`src/rtl/mem_ctrl_pkg.sv`:
```
// Shared types and sizing for the memory access front end.
package mem_ctrl_pkg;

  localparam int unsigned ADDR_W         = 8;
  localparam int unsigned BYTE_W         = 8;
  localparam int unsigned BYTES_PER_WORD = 4;
  localparam int unsigned WORD_W         = BYTE_W * BYTES_PER_WORD;
  localparam int unsigned LANE_W         = $clog2(BYTES_PER_WORD);

  typedef enum logic [1:0] {
    IDLE  = 2'd0,
    FETCH = 2'd1,
    DRD   = 2'd2,
    DWR   = 2'd3
  } state_t;

endpackage

```
`src/rtl/word_assembler.sv`:
```
// Byte-lane register that builds a little-endian instruction word.
// Lower lanes are staged so the visible word only changes when the last byte lands.
module word_assembler
  import mem_ctrl_pkg::*;
(
  input  logic              clk,
  input  logic              reset,
  input  logic              cap_en,
  input  logic [LANE_W-1:0] lane,
  input  logic [BYTE_W-1:0] byte_in,
  output logic [WORD_W-1:0] word
);

  localparam logic [LANE_W-1:0] LAST_LANE = LANE_W'(BYTES_PER_WORD - 1);

  logic [BYTES_PER_WORD-2:0][BYTE_W-1:0] shadow_q;

  // Stage lanes 0..N-2, publish the full word on the final lane.
  always_ff @(posedge clk or posedge reset) begin
    if (reset) begin
      shadow_q <= '0;
      word     <= '0;
    end else if (cap_en) begin
      if (lane == LAST_LANE) begin
        word <= {byte_in, shadow_q};
      end else begin
        shadow_q[lane] <= byte_in;
      end
    end
  end

endmodule

```
`src/rtl/mem_access_ctrl.sv`:
```
// Sequences instruction fetches (4 pipelined byte reads) and single-byte data
// accesses onto a synchronous-read byte memory; all memory-side outputs registered.
module mem_access_ctrl #(
  parameter int unsigned ADDR_W         = mem_ctrl_pkg::ADDR_W,
  parameter int unsigned BYTES_PER_WORD = mem_ctrl_pkg::BYTES_PER_WORD
) (
  input  logic                        clk,
  input  logic                        reset,
  input  logic                        fetch_req,
  input  logic [ADDR_W-1:0]           fetch_addr,
  output logic                        fetch_done,
  output logic [8*BYTES_PER_WORD-1:0] instr,
  input  logic                        data_req,
  input  logic                        data_we,
  input  logic [ADDR_W-1:0]           data_addr,
  input  logic [7:0]                  data_wdata,
  output logic                        data_done,
  output logic [7:0]                  data_rdata,
  output logic                        busy,
  output logic [ADDR_W-1:0]           mem_addr,
  output logic [7:0]                  mem_wdata,
  output logic                        mem_we,
  input  logic [7:0]                  mem_rdata
);

  import mem_ctrl_pkg::*;

  localparam int unsigned      CNT_W     = $clog2(BYTES_PER_WORD);
  localparam logic [CNT_W-1:0] LAST_LANE = CNT_W'(BYTES_PER_WORD - 1);

  state_t             state_q, state_d;
  logic [CNT_W-1:0]   issue_q, issue_d;
  logic [CNT_W-1:0]   cap_q, cap_d;
  logic [ADDR_W-1:0]  mem_addr_d;
  logic [7:0]         mem_wdata_d;
  logic               mem_we_d;
  logic               busy_d;
  logic               fetch_done_d;
  logic               data_done_d;
  logic [7:0]         data_rdata_d;
  logic               cap_en_c;

  // Next-state and next-output decode.
  always_comb begin
    state_d      = state_q;
    issue_d      = issue_q;
    cap_d        = cap_q;
    mem_addr_d   = mem_addr;
    mem_wdata_d  = mem_wdata;
    mem_we_d     = 1'b0;
    fetch_done_d = 1'b0;
    data_done_d  = 1'b0;
    data_rdata_d = data_rdata;
    cap_en_c     = 1'b0;

    case (state_q)
      IDLE: begin
        if (data_req) begin
          mem_addr_d  = data_addr;
          mem_wdata_d = data_wdata;
          mem_we_d    = data_we;
          issue_d     = '0;
          state_d     = data_we ? DWR : DRD;
        end else if (fetch_req) begin
          mem_addr_d = fetch_addr;
          issue_d    = '0;
          cap_d      = '0;
          state_d    = FETCH;
        end
      end
      FETCH: begin
        // issue_q is the offset currently on mem_addr; it parks at the last lane.
        if (issue_q != LAST_LANE) begin
          mem_addr_d = mem_addr + ADDR_W'(1);
          issue_d    = issue_q + CNT_W'(1);
        end
        // Read data trails its address by one edge, so capture starts once offset 1 is out.
        if (issue_q != '0) begin
          cap_en_c = 1'b1;
          cap_d    = cap_q + CNT_W'(1);
          if (cap_q == LAST_LANE) begin
            fetch_done_d = 1'b1;
            state_d      = IDLE;
          end
        end
      end
      DRD: begin
        // First cycle waits for the memory to sample the address.
        if (issue_q == '0) begin
          issue_d = CNT_W'(1);
        end else begin
          data_rdata_d = mem_rdata;
          data_done_d  = 1'b1;
          state_d      = IDLE;
        end
      end
      DWR: begin
        data_done_d = 1'b1;
        state_d     = IDLE;
      end
      default: state_d = IDLE;
    endcase

    busy_d = (state_d != IDLE);
  end

  // State, counters and registered outputs.
  always_ff @(posedge clk or posedge reset) begin
    if (reset) begin
      state_q    <= IDLE;
      issue_q    <= '0;
      cap_q      <= '0;
      mem_addr   <= '0;
      mem_wdata  <= '0;
      mem_we     <= 1'b0;
      busy       <= 1'b0;
      fetch_done <= 1'b0;
      data_done  <= 1'b0;
      data_rdata <= '0;
    end else begin
      state_q    <= state_d;
      issue_q    <= issue_d;
      cap_q      <= cap_d;
      mem_addr   <= mem_addr_d;
      mem_wdata  <= mem_wdata_d;
      mem_we     <= mem_we_d;
      busy       <= busy_d;
      fetch_done <= fetch_done_d;
      data_done  <= data_done_d;
      data_rdata <= data_rdata_d;
    end
  end

  word_assembler u_word_assembler (
    .clk     (clk),
    .reset   (reset),
    .cap_en  (cap_en_c),
    .lane    (cap_q),
    .byte_in (mem_rdata),
    .word    (instr)
  );

endmodule

```
`config.mk`:
```
export PLATFORM = sky130hd
export DESIGN_NAME = mem_access_ctrl
export DESIGN_NICKNAME = d
export VERILOG_FILES = /design/src/rtl/mem_ctrl_pkg.sv /design/src/rtl/word_assembler.sv /design/src/rtl/mem_access_ctrl.sv
export SDC_FILE = /design/constraint.sdc
export NUM_CORES = 1
export LEC_CHECK = 0
export BUFFER_PORTS_ARGS = -buffer_cell sky130_fd_sc_hd__buf_2
export CAP_MARGIN = 20
export CORE_UTILIZATION = 35
export DETAILED_ROUTE_END_ITERATION = 16
export PLACE_DENSITY = 0.62
export SLEW_MARGIN = 20
export SYNTH_ARGS = -nofsm -noshare
export SYNTH_HDL_FRONTEND = slang
export SYNTH_SLANG_ARGS = --single-unit
export TNS_END_PERCENT = 50
```
`constraint.sdc`:
```
create_clock -name clk -period 3.7 [get_ports clk]
set_input_delay 0.555 -clock clk [delete_from_list [all_inputs] [get_ports clk]]
set_output_delay 0.555 -clock clk [all_outputs]
set_load 0.01 [all_outputs]
```
==> results of run 1 <==
-- worst reg2reg max path: cells and delay by family, from the launching register on --
kind / cells / cell delay, ns
buffers and inverters: 4 / 1.42
adders and majority gates: 1 / 0.14
and+or+nand+nor: 3 / 0.40
DFF: 1 / 0.42
-- how the worst min path moves through the flow --
stage | cells past startpoint | endpoint | slack, ns | start
floorplan | 2 | u_word_assembler.word[13] | 0.43 | u_word_assembler.shadow_q[13]
global placement | 2 | u_word_assembler.word[3] | 0.44 | u_word_assembler.shadow_q[3]
detailed placement | 2 | u_word_assembler.word[0] | 0.45 | u_word_assembler.shadow_q[0]
CTS | 2 | u_word_assembler.shadow_q[23] | 0.34 | reset
global route | 2 | u_word_assembler.shadow_q[21] | 0.39 | reset
finish | 2 | mem_wdata[5] | 0.33 | reset
-- layer usage --
metal | wire length [um] | track usage (%) | vias to the layer above
li1 | - | - | 1349
met3 | 401 | 4.177 | 12
met4 | 89 | 4.305 | 0
met2 | 4124 | 26.74 | 75
met5 | 0 | 0 | -
met1 | 3621 | 19.13 | 1364
-- area by class of cell --
cell class | count | area (um2) | area share, %
Multi-Input combinational cell | 237 | 1545 | 32.95
Tap cell | 140 | 175.2 | 3.735
Timing Repair Buffer | 100 | 510.5 | 10.89
Inverter | 8 | 31.28 | 0.6670
Clock inverter | 6 | 51.30 | 1.094
Sequential cell | 90 | 2252 | 48.03
Clock buffer | 9 | 123.9 | 2.641
-- registers in the layout, indices dropped and copies added, names as in the netlist --
name / flops
issue_q: 2
state_q: 2
busy: 1
mem_we: 1
cap_q: 2
mem_addr: 8
u_word_assembler.word: 32
u_word_assembler.shadow_q: 24
data_done: 1
mem_wdata: 8
fetch_done: 1
data_rdata: 8
-- per-stage QoR --
stage | util, % | cell area, um2 | instances
after floorplan | - | 3914 | 351
after global placement | 41.46 | 4514 | 575
after detailed placement | 41.46 | 4514 | 575
after CTS | 43.07 | 4690 | 590
after global routing | 43.07 | 4690 | 590
final | 43.07 | 4690 | 590
-- power groups by stage --
stage,clock [mW],sequential [mW],combinational (mW)
after CTS,0.643,1.38,0.975
after global routing,0.678,1.42,1.09
final,0.613,1.38,0.958
after floorplan,0,1.45,0.614
after global placement,0,1.39,0.948
after detailed placement,0,1.40,0.970
-- logic make-up (layout without fill, tap and decap cells) --
family / count (synthesis) / after routing / share of synthesized area, %
buf+inv: 24 / 123 / 2.973
flops: 90 / 90 / 57.54
fa+ha+maj: 12 / 12 / 3.836
mux: 51 / 51 / 14.51
compound gates: 31 / 31 / 5.563
simple gates: 143 / 143 / 15.57
-- layout by cell type (no fill, tap or decap), types with 3 or more instances in the layout --
cell type and instances:
nor2_1 4, and2_1 4, dfrtp_1 90, o22ai_1 3, o21ai_0 6, inv_1 7, buf_2 96, mux2_2 45
nand4_1 3, nand3_1 6, clkbuf_8 9, ha_1 12, a22o_1 3, a21oi_1 10, nand2_1 112, nand2b_1 6
buf_4 4, clkinvlp_4 3, mux2i_1 5
==> summary.md, run 1 <==
| Metric | Value |
|---|---|
| Status | `completed` |
| Sw Ratio | `34.30%` |
| Critical setup path kind | `reg -> reg` |
| Min Tclk post-route | `between 2 and 2.5 ns` |
| Number of flops mapped to enable cells by yosys | `0` |
| Drt drc | `0` |
| Setup TNS | `0 ns` |
| Critical path cell sequence | `inv_1 -> ha_1 -> buf_4 -> nand3b_1 -> buf_4 -> inv_1 -> nand2_1 -> nand2_1` |
| Vias in the first global route | `2835` |
| Drt via density | `approximately 4.7` |
| Max incr delay on CP | `approximately 0.77 ns` |
| Starting DRT DRC Count | `90` |
| Ports | `97` |
| Final Hold Vio Count | `0` |
| Ys Warns | `0` |
| WL/cell | `13.96 um` |
| Crit path max fanout | `33` |
| Hold WC Path Type | `in -> async` |
| #FFs+latches synth | `90` |
| Worst hold margin | `0.3296 ns` |
| Routed Antenna Nets | `0` |
| Synthesized cell area | `3914 um2` |
| Initial antenna violation count | `0` |
| Detailed Routing Iterations Pass 1 | `4` |
| Crit path depth | `8` |
| Core area | `10890 um2` |
| Initial core utilization | `a little over a third` |
| Worst clock skew | `about 0.015 ns` |
| CTS tree | `built` |
| Syn Area/Cell | `11.15 um2` |
| Internal Power | `1.938 mW` |
| Fraction of final layout cells sized beyond drive strength 1 | `a little over a third` |
| Critical-path top delay cell | `inv_1` |
| Buffer levels on the longest clock path | `2` |
| Crit. End Element | `register` |
| Num CTS Buffers | `9` |
| Peak VDD IR | `0.0004132 V` |
| Worst r2r src | `state_q[1]` |
| Clk pwr share | `20.8%` |
| Dominant cells by area after synthesis | `dfrtp_1, mux2_2, nand2_1` |
| Ant diodes | `0` |
| Pwr Density | `629.1 nW/um2` |
| CP arrival | `2.72 ns` |
| H-tree Lvls | `3` |
| Yosys top cell by area | `dfrtp_1` |
| Setup WS post-layout | `1.276 ns` |
| Post-synth top flop | `dfrtp_1` |
| Hpwl dp | `5.778 mm` |
| Overall Power | `2.950 mW` |
| Die Y | `107.7 um` |
| Synth top area share | `57.54%` |
| P_leak | `2.437 nW` |
| First-pass GRT wire length | `between 10 and 15 mm` |
| Final setup violating endpoints | `0` |
| Reg clk slew, reported paths | `roughly 0.090 ns` |
| Clock root buffer | `clkbuf_8` |
| Syn-to-layout area delta | `19.82%` |
| GP Congestion | `between 0.7 and 0.8` |
| Number of buffers and inverters on the critical path | `4` |
| Sequential share of power | `46.8%` |
| Cells after Synth | `351` |
| Die X | `107.7 um` |
| Fillers | `1060` |
| DRT Wirelength | `8.236 mm` |
| Commonest cells in the netlist | `nand2_1, dfrtp_1, mux2_2, ha_1, a21oi_1` |
| Relative slew slack | `around 33%` |
| CP startpoint | `state_q[1]` |
| Die area | `11610 um2` |
| Grt total ovfl | `0` |
| RSZ-0062 raised after global routing | `false` |
| Clock latency on the worst-skew pair | `0.36 ns` |
| Port-buffer cells | `between 90 and 100` |
| Cell variety after synth | `33` |
| Post-synthesis sequential area ratio | `57.54%` |
| Largest net degree at the start of global routing | `just under 50` |
| Final Max Slew Viols | `0` |
| Fmax | `412.5 MHz` |
| All-Layer GR Usage | `15.57%` |
| Final Cycle Share | `65.52%` |
| Count leader, synth | `nand2_1` |
| Critical Path End | `u_word_assembler.word[15]` |
| Least-Margin Pin Slew | `roughly 1 ns` |
| Layout Nets | `just under 500` |
| Required @ worst endpoint | `4.00 ns` |
| Async S/R FF share, synth | `100.0%` |
| # Post-CTS Setup Buffers | `0` |
| # hold bufs at CTS | `0` |
| Maximum Capacitance Violations | `0` |
| R2R depth | `8` |
| Std-Cell Rows | `38` |
| Post-CTS Resized | `0` |
| Pre-CTS WS | `1.252 ns` |
| Logic pwr share | `32.5%` |
| CTS Sinks | `90` |
| Flop-to-flop setup slack | `around 1.3 ns` |
| Net switching power | `1.012 mW` |
| Startpoint type of the worst setup path | `register` |
| Vias | `around 2.8k` |
| Worst R2R End | `u_word_assembler.word[15]` |
| Synth Net Count | `400` |
| Crit-path leading delay family | `buffers and inverters` |
(Power assumes the default switching activity.)
==> run 2: changes to the inputs <==
==> constraint.sdc (replaced) <==
create_clock -name clk -period 2.5 [get_ports clk]
set_input_delay 0.375 -clock clk [delete_from_list [all_inputs] [get_ports clk]]
set_output_delay 0.375 -clock clk [all_outputs]
set_load 0.01 [all_outputs]
==> summary.md, run 2 (same netlist as run 1, synthesis figures left out) <==
| Metric | Value |
|---|---|
| Status | `completed (unchanged)` |
| Required @ worst endpoint | `2.79 ns (was 4.00 ns)` |
| Grt total ovfl | `0 (unchanged)` |
| Die area | `11610 um2 (unchanged)` |
| Worst clock skew | `0.009567 ns (was 0.01548 ns)` |
| CTS Sinks | `90 (unchanged)` |
| CTS tree | `built (unchanged)` |
| Final instance area | `4740 um2 (was 4690 um2)` |
| Post-CTS Resized | `0 (unchanged)` |
| Initial antenna violation count | `0 (unchanged)` |
| Clock latency on the worst-skew pair | `0.35 ns (was 0.36 ns)` |
| Drt via density | `4.738 (was 4.746)` |
| Clock root buffer | `clkbuf_8 (unchanged)` |
| Min Tclk post-route | `1.996 ns (was 2.424 ns)` |
| GR Util met2 | `25.18% (was 26.74%)` |
| GRT met3 Usage | `2.906% (was 4.177%)` |
| Least-Margin Pin Slew | `1.004 ns (was 1.002 ns)` |
| Syn-to-layout area delta | `21.10% (was 19.82%)` |
| Port-buffer cells | `96 (unchanged)` |
| Starting DRT DRC Count | `103 (was 90)` |
| Vias | `2800 (unchanged)` |
| Most frequent cells in the layout | `nand2_1, buf_2, dfrtp_1, mux2_2, ha_1 (unchanged)` |
| Fmax | `501.1 MHz (was 412.5 MHz)` |
| Ports | `97 (unchanged)` |
| Pwr Density | `953.7 nW/um2 (was 629.1 nW/um2)` |
| Hold WC Path Type | `in -> async (unchanged)` |
| Register with the most flip-flops | `u_word_assembler.word (unchanged)` |
| Hpwl dp | `5.517 mm (was 5.778 mm)` |
| CP arrival | `2.28 ns (was 2.72 ns)` |
| Final Cycle Share | `79.83% (was 65.52%)` |
| Startpoint type of the worst setup path | `register (unchanged)` |
| Flop-to-flop setup slack | `0.50 ns (was 1.28 ns)` |
| Most used routing layer | `met2 (unchanged)` |
| Critical-path top delay cell | `inv_1 (unchanged)` |
| Sw Ratio | `32.12% (was 34.30%)` |
| Global routing met1 resource utilization | `17.84% (was 19.13%)` |
| Final Non-Filler Cells | `591 (was 590)` |
| Fraction of final layout cells sized beyond drive strength 1 | `36.14% (was 36.44%)` |
| Layout Nets | `495 (unchanged)` |
| Crit path max fanout | `33 (unchanged)` |
| Core area | `10890 um2 (unchanged)` |
| Initial core utilization | `35.95% (unchanged)` |
| Drt drc | `0 (unchanged)` |
| Largest net degree at the start of global routing | `66 (was 49)` |
| Crit. End Element | `register (unchanged)` |
| Clk pwr share | `23.6% (was 20.8%)` |
| Core Util, Final | `43.53% (was 43.07%)` |
| RSZ-0062 raised after global routing | `false (unchanged)` |
| Critical path cell sequence | `inv_1 -> ha_1 -> nand3b_1 -> inv_1 -> nand2_1 -> nand2_1 (was inv_1 -> ha_1 -> buf_4 -> nand3b_1 -> buf_4 -> inv_1 -> nand2_1 -> nand2_1)` |
| Max reg flops | `32 (unchanged)` |
| Buffer levels on the longest clock path | `2 (unchanged)` |
| Die Y | `107.7 um (unchanged)` |
| Fillers | `1053 (was 1060)` |
| Regs by FF count | `u_word_assembler.word (32), u_word_assembler.shadow_q (24) (unchanged)` |
| Net switching power | `1.452 mW (was 1.012 mW)` |
| WL/cell | `13.48 um (was 13.96 um)` |
| Cell count after placement | `575 (unchanged)` |
| Num CTS Buffers | `9 (unchanged)` |
| P_leak | `2.464 nW (was 2.437 nW)` |
| All-Layer GR Usage | `14.77% (was 15.57%)` |
| Relative slew slack | `32.99% (was 33.15%)` |
| Std-Cell Rows | `38 (unchanged)` |
| Peak VDD IR | `0.0003581 V (was 0.0004132 V)` |
| Die X | `107.7 um (unchanged)` |
| Logic pwr share | `31.4% (was 32.5%)` |
| # hold bufs at CTS | `0 (unchanged)` |
| Number of buffers and inverters on the critical path | `2 (was 4)` |
| Final setup violating endpoints | `0 (unchanged)` |
| Setup TNS | `0 ns (unchanged)` |
| Post-DP Area | `4529 um2 (was 4514 um2)` |
| Commonest non-fill, non-tap cell in the layout | `nand2_1 (unchanged)` |
| Max incr delay on CP | `0.73 ns (was 0.77 ns)` |
| Internal Power | `3.068 mW (was 1.938 mW)` |
| Reg clk slew, reported paths | `0.09 ns (about the same)` |
| # Post-CTS Setup Buffers | `0 (unchanged)` |
| H-tree Lvls | `3 (unchanged)` |
| First-pass GRT wire length | `12.99 mm (was 13.97 mm)` |
| Final Max Slew Viols | `0 (unchanged)` |
| Detailed Routing Iterations Pass 1 | `4 (unchanged)` |
| GP Congestion | `0.7832 (was 0.7981)` |
| Crit-path leading delay family | `buffers and inverters (unchanged)` |
| Sequential share of power | `45.1% (was 46.8%)` |
| DRT Wirelength | `7.969 mm (was 8.236 mm)` |
| Critical setup path kind | `reg -> reg (unchanged)` |
| Routed Antenna Nets | `0 (unchanged)` |
| Ant diodes | `0 (unchanged)` |
| Vias in the first global route | `2695 (was 2835)` |
| Final Hold Vio Count | `0 (unchanged)` |
| Maximum Capacitance Violations | `0 (unchanged)` |
==> run 2: cell types whose count changed in the layout (fill, tap and decap cells not counted), sizes merged <==
cell,change
inv,-3
clkinvlp,-2
bufinv,+2
clkbuf,+2
clkinv,+2
==> run 2: layer usage <==
metal	vias to the layer above	wire length [um]
met1	1356	3591
li1	1360	-
met4	0	48
met5	-	0
met3	6	371
met2	78	3957
==> run 2: power groups by stage <==
stage / logic (mW) / clock network, mW / registers (mW)
2_1_floorplan: 0.909 / 0 / 2.14
3_3_place_gp: 1.41 / 0 / 2.05
3_5_place_dp: 1.44 / 0 / 2.07
4_1_cts: 1.45 / 1.11 / 2.04
5_1_grt: 1.58 / 1.17 / 2.09
6_report: 1.42 / 1.06 / 2.04
==> run 2: metrics by stage <==
stage          hold slack (ns)  setup slack, ns  power [mW]
3_3_place_gp            0.4414           0.5366       3.462
5_1_grt                 0.1047           0.3170       4.846
6_report               0.07735           0.5044       4.520
3_5_place_dp            0.4496           0.4915       3.509
4_1_cts                0.08149           0.4658       4.595
2_1_floorplan           0.4315           0.8652       3.052
==> run 2: area by class of cell <==
type | instances | area [um2] | share of cell area [%]
multi-input combinational | 237 | 1545 | 32.60
inverter | 8 | 33.78 | 0.7128
clock inverter | 5 | 78.83 | 1.663
timing repair buffer | 100 | 523.0 | 11.03
sequential | 90 | 2252 | 47.52
clock buffer | 11 | 131.4 | 2.772
tap | 140 | 175.2 | 3.696
==> run 2: worst paths after layout <==
path / from / endpoint / cells past startpoint
worst max-delay path: issue_q[0] / u_word_assembler.word[13] / 6
worst min-delay path: reset / mem_addr[7] / 2
worst max register to register: issue_q[0] / u_word_assembler.word[13] / 6
worst min register to register: u_word_assembler.shadow_q[23] / u_word_assembler.word[23] / 2
max in group asynchronous: reset / u_word_assembler.word[25] / 3
min in group clk: data_wdata[4] / mem_wdata[4] / 2
